$ cat config.mk
export PLATFORM = sky130hd
export DESIGN_NAME = mem_arbiter
export DESIGN_NICKNAME = d
export VERILOG_FILES = /design/src/rtl/mem_arbiter.sv
export SDC_FILE = /design/constraint.sdc
export NUM_CORES = 1
export LEC_CHECK = 0
export ABC_AREA = 1
export CAP_MARGIN = 40
export CORE_AREA = 2 2 59 61
export CTS_CLUSTER_DIAMETER = 200
export DETAILED_ROUTE_END_ITERATION = 6
export DIE_AREA = 0 0 61 63
export PLACE_DENSITY = 0.82
export SYNTH_ARGS = -nofsm -noshare
export SYNTH_HDL_FRONTEND = slang
export SYNTH_SLANG_ARGS = --single-unit
$ cat constraint.sdc
create_clock -name clk -period 1 [get_ports clk]
set_clock_uncertainty 0.1 [all_clocks]
set_input_delay 0.2 -clock clk [delete_from_list [all_inputs] [get_ports clk]]
set_output_delay 0.2 -clock clk [all_outputs]
set_load 0.02 [all_outputs]
$ cat src/rtl/mem_arbiter.sv
// Round-robin arbiter sharing one single-port memory between requesters A and B.
// Optional MEMARB_STATS_EN adds saturating per-port accepted-transfer counters.
module mem_arbiter #(
   parameter int ADR_W = 4,
   parameter int DAT_W = 8
) (
   input  logic             clk,
   input  logic             rst,
`ifdef MEMARB_STATS_EN
   output logic [15:0]      a_grant_cnt,
   output logic [15:0]      b_grant_cnt,
`endif
   input  logic             a_valid,
   output logic             a_ready,
   input  logic             a_we,
   input  logic [ADR_W-1:0] a_adr,
   input  logic [DAT_W-1:0] a_dat_w,
   output logic             a_resp_valid,
   output logic [DAT_W-1:0] a_resp_dat,
   input  logic             b_valid,
   output logic             b_ready,
   input  logic             b_we,
   input  logic [ADR_W-1:0] b_adr,
   input  logic [DAT_W-1:0] b_dat_w,
   output logic             b_resp_valid,
   output logic [DAT_W-1:0] b_resp_dat,
   output logic [ADR_W-1:0] mem_adr,
   output logic [DAT_W-1:0] mem_dat_w,
   output logic             mem_we,
   input  logic [DAT_W-1:0] mem_dat_r
);

   typedef struct packed {
      logic             we;
      logic [ADR_W-1:0] adr;
      logic [DAT_W-1:0] dat;
   } req_t;

   logic prio;      // 0: A wins a tie, 1: B wins a tie
   logic win_a, win_b, xfer_a, xfer_b, xfer;
   logic rd_pend, rd_owner;
   req_t sel;

   assign win_a  = a_valid & (~b_valid | ~prio);
   assign win_b  = b_valid & (~a_valid | prio);
   assign xfer_a = win_a & ~rst;
   assign xfer_b = win_b & ~rst;
   assign xfer   = xfer_a | xfer_b;

   assign a_ready = xfer_a;
   assign b_ready = xfer_b;

   always_comb begin
      sel = '0;
      if (win_a)      sel = '{we: a_we, adr: a_adr, dat: a_dat_w};
      else if (win_b) sel = '{we: b_we, adr: b_adr, dat: b_dat_w};
   end

   assign mem_adr   = sel.adr;
   assign mem_dat_w = sel.dat;
   assign mem_we    = xfer & sel.we;

   always_ff @(posedge clk) begin
      if (rst) begin
         prio     <= 1'b0;
         rd_pend  <= 1'b0;
         rd_owner <= 1'b0;
      end else begin
         if (xfer) prio <= ~xfer_b;
         rd_pend  <= xfer & ~sel.we;
         rd_owner <= xfer_b;
      end
   end

   // Read data is sampled in the cycle after accept, before any write in that cycle lands.
   always_ff @(posedge clk) begin
      if (rst) begin
         a_resp_valid <= 1'b0;
         b_resp_valid <= 1'b0;
         a_resp_dat   <= '0;
         b_resp_dat   <= '0;
      end else begin
         a_resp_valid <= rd_pend & ~rd_owner;
         b_resp_valid <= rd_pend & rd_owner;
         if (rd_pend & ~rd_owner) a_resp_dat <= mem_dat_r;
         if (rd_pend & rd_owner)  b_resp_dat <= mem_dat_r;
      end
   end

`ifdef MEMARB_STATS_EN
   always_ff @(posedge clk) begin
      if (rst) begin
         a_grant_cnt <= '0;
         b_grant_cnt <= '0;
      end else begin
         if (xfer_a && a_grant_cnt != 16'hFFFF) a_grant_cnt <= a_grant_cnt + 16'd1;
         if (xfer_b && b_grant_cnt != 16'hFFFF) b_grant_cnt <= b_grant_cnt + 16'd1;
      end
   end
`endif

endmodule

; ---- Yosys cells after proc, flatten, opt, wreduce, memory -nomap -nowiden
; Cells that the tools add are included.
[word_totals]
input_bits = 38
regBits = 21
[op_classes]
mux = 2
bitwise_logic = 18
[ops]
columns = cell, count
row1 = $mux W13, 2
row2 = $and A1 B1 Y1, 8
row3 = $not A1 Y1, 7
row4 = $or A1 B1 Y1, 3

; ---- Longest topological paths before layout
[depth]
depth_word = 7
depth_mapped = 6
mapped_depth_nobuf = 6

; ---- Least setup slack after synthesis
; Ideal clock, no wire load.
[synth_timing]
path_type = flip-flop to output port
start = register prio
end = output mem_adr[0]
path_slack_ns = -0.181
required_time_ns = 0.700
t_arrival_ns = 0.881
path_stages_with_launch = 6
path_cell_list = dfxtp_1 -> inv_1 -> a21boi_4 -> buf_6 -> nand2_1 -> nand2_1
[synth_between]
elab_chain_len = 4
[synth_rtl]
columns = element, line
row1 = start: declaration, 39  ; logic prio;
row2 = start signal: assignment, 69  ; if (xfer) prio <= ~xfer_b;
row3 = $or A1 B1 Y1 / $not A1 Y1 (equally long branches), "45, 44"
row4 = $and A1 B1 Y1 / $or A1 B1 Y1 (equally long branches), "45, 44"
row5 = $mux W13 / $and A1 B1 Y1 (equally long branches), "56, 44"
row6 = $mux W13 *, 55  ; if (win_a) sel = '{we: a_we, adr: a_adr, dat: a_dat_w};
row7 = end: declaration, 27  ; output logic [ADR_W-1:0] mem_adr,
; Every way passes the cells marked *; elsewhere a longest branch is shown, timed or not.

; ---- Final worst setup path
[layout_timing]
start = register prio
end = output mem_dat_w[2]
[layout_between]
elab_chain_len = 4
[layout_rtl]
columns = element, line
row1 = $or A1 B1 Y1 / $not A1 Y1 (equally long branches), "45, 44"
row2 = $and A1 B1 Y1 / $or A1 B1 Y1 (equally long branches), "45, 44"
row3 = $mux W13 / $and A1 B1 Y1 (equally long branches), "56, 44"
row4 = $mux W13 *, 55
row5 = end: declaration, 28  ; output logic [DAT_W-1:0] mem_dat_w,
; Marks and branches as above.

==> flow_metrics.tcl <==
set metrics [dict create \
    area_growth_pct 114 \
    status "complete, but fails checks" \
    violations "setup timing" \
    cp_data_required_time_ps 700 \
    ctsHtreeMaxLevel 1 \
    startpoint_type "flip-flop" \
    syn_area_sq_um 931 \
    worst_slew_pin_slew_ps 324 \
    arrival_ps 1260 \
    instances_no_fill 271 \
    die_h_um 63 \
    final_core_util_pct 61.6 \
    grt_usage_pct 15.5 \
    synth_sequential_area_ratio_pct 45.2 \
    grt_pass1_wl_um 4710 \
    die_w_um 61 \
    yosysTopAreaCellShare_pct 45.2 \
    crit_type "reg2out" \
    avgSynthCellArea_sq_um 6.79 \
    insertedDiodeCount 0 \
    grt_overflow 0 \
    drc 0 \
    p_total_mw 2.14 \
    p_per_area_nw_per_um2 1070 \
    die_area_sq_um 3840 \
    layout.nets 264 \
    rsz0062_at_grt "yes" \
    ys_warn_count 0 \
    p_leak_nw 0.933 \
    timing.final.crit_period_ps 1560 \
    ys_seq_elements 21 \
    slew_viol_final 0 \
    antenna_found_initial 0 \
    crit_path_end_kind "output pin" \
    setup_viol 36 \
    num_vias 1196 \
    drt_iter0_drc 52 \
    numCtsBuffers 3 \
    fp.coreArea_sq_um 3230 \
    antenna_left 0 \
    gp_congestion 0.768 \
    syn_nets 175 \
    placed_cells 259 \
    crit_fanout 13 \
    initial_core_util_pct 28.8 \
    viasPerCell 4.41 \
    yosysTopAreaCell "dfxtp_1" \
    wl_per_cell_um 11.0 \
    multi_input_area_sq_um 522 \
    io_pins 71 \
    setup_slack_ps -559 \
    grt_max_degree 17 \
    grt_pass1_vias 1194 \
    finalCritPeriodShare_pct 156 \
    cts_buffer_depth 2 \
    routed_wl_um 2970 \
    timing.max_cap.violations 0 \
    clk_latency_ps 300 \
    rows 21 \
    peakVddDrop_mv 0.404 \
    hold_viol_final 0 \
    seq_area_sq_um 449 \
    max_freq_ghz 0.642 \
    place_ws_ps -1190 \
    numPortBuffers 70 \
    cts.sinks 21 \
    worstHoldPathType "in2reg" \
    nFillCells 296 \
    cts_tree "built" \
    slew_headroom_pct 78.4 \
    synthCells 137 \
    dpl.hpwl_um 2170 \
    drive_above_1_share_pct 48.9 \
    cts.clk_slew.worst_paths_ps 120 \
    synth_area_leaders "dfxtp_1, nor2_1, nand2_1" \
    cts-root-buf "clkbuf_4" \
    synth.distinct_cells 9 \
    first_pass_iters 4 \
]
## routing by layer
| metal | GRT usage, % | wire length [um] | vias up |
|---|---|---|---|
| met5 | 0 | 0 | - |
| met3 | 5.80 | 337 | 4 |
| li1 | - | - | 607 |
| met2 | 29.7 | 1510 | 59 |
| met4 | 4.08 | 26 | 0 |
| met1 | 14.6 | 1100 | 526 |
## Yosys cell counts
master	number
o21ai_0	17
nor2_1	36
dfxtp_1	21
inv_1	10
buf_2	3
buf_6	2
nand2_1	31
nand3_1	16
a21boi_4	1
## timing repair
action                     4_1_cts  5_1_grt
resized for setup              231       19
setup endpoints to repair       52       49
hold buffers                     0        0
setup buffers                    5        3
pin swaps                        1        3
hold endpoints to repair         0        0
## through the flow
stage | hold WS (ps) | area (sq um) | TNS [ps]
floorplan | 172 | 971 | -1380
finish | 121 | 1990 | -9350
global placement | 362 | 1780 | -26880
global route | 123 | 1990 | -11060
CTS | 130 | 1910 | -9470
detailed placement | 374 | 1780 | -27650
## cells in the final DEF (no fill, tap or decap), drive strengths merged
master	n
o21ai	17
a21boi	1
clkinv	1
dfxtp	21
nor2	36
inv	10
dlygate4sd2	3
clkbuf	3
nand2	31
clkdlybuf4s50	34
nand3	16
buf	52
## path summary, 6_finish.rpt
kind | start | endpoint | slack, ps | depth (start not counted)
hold reg to reg | a_resp_dat[2] | a_resp_dat[2] | 400 | 2
hold / removal | rst | a_resp_valid | 120 | 2
setup / recovery | prio | mem_dat_w[2] | -560 | 6
setup reg to reg | prio | rd_owner | -60 | 6
## power by group
part	total (mW)	switching (mW)	internal, mW
logic	0.797	0.361	0.436
clock network	0.403	0.254	0.149
registers	0.935	0.0392	0.896
## flip-flops by register name, indices dropped and copies added, names as in the netlist
name	flops
a_resp_dat	8
a_resp_valid	1
b_resp_dat	8
b_resp_valid	1
prio	1
rd_owner	1
rd_pend	1
## cell families (layout without fill, tap and decap cells)
group | count (synthesis) | in the layout | share of synthesized area (%)
and+or+nand+nor | 83 | 83 | 35.6
AOI/OAI and AO/OA | 18 | 18 | 11.2
buffers and inverters | 15 | 103 | 8.06
DFF | 21 | 21 | 45.2
## worst max-delay path: stages, from the launching register on
cell      delay, ps
dfxtp_2         360
inv_2            50
a21boi_4        160
buf_12          140
nand2_2          50
nand2_2          80
buf_6           110
## area by class of cell
cell class / instances / area share, %
clock inverters: 1 / 0.252
well taps: 46 / 2.89
flip-flops and latches: 21 / 22.6
repair buffers: 89 / 44.9
clock buffers: 3 / 1.13
multi-input cells: 101 / 26.2
inverters: 10 / 2.01
(Power assumes the default switching activity.)
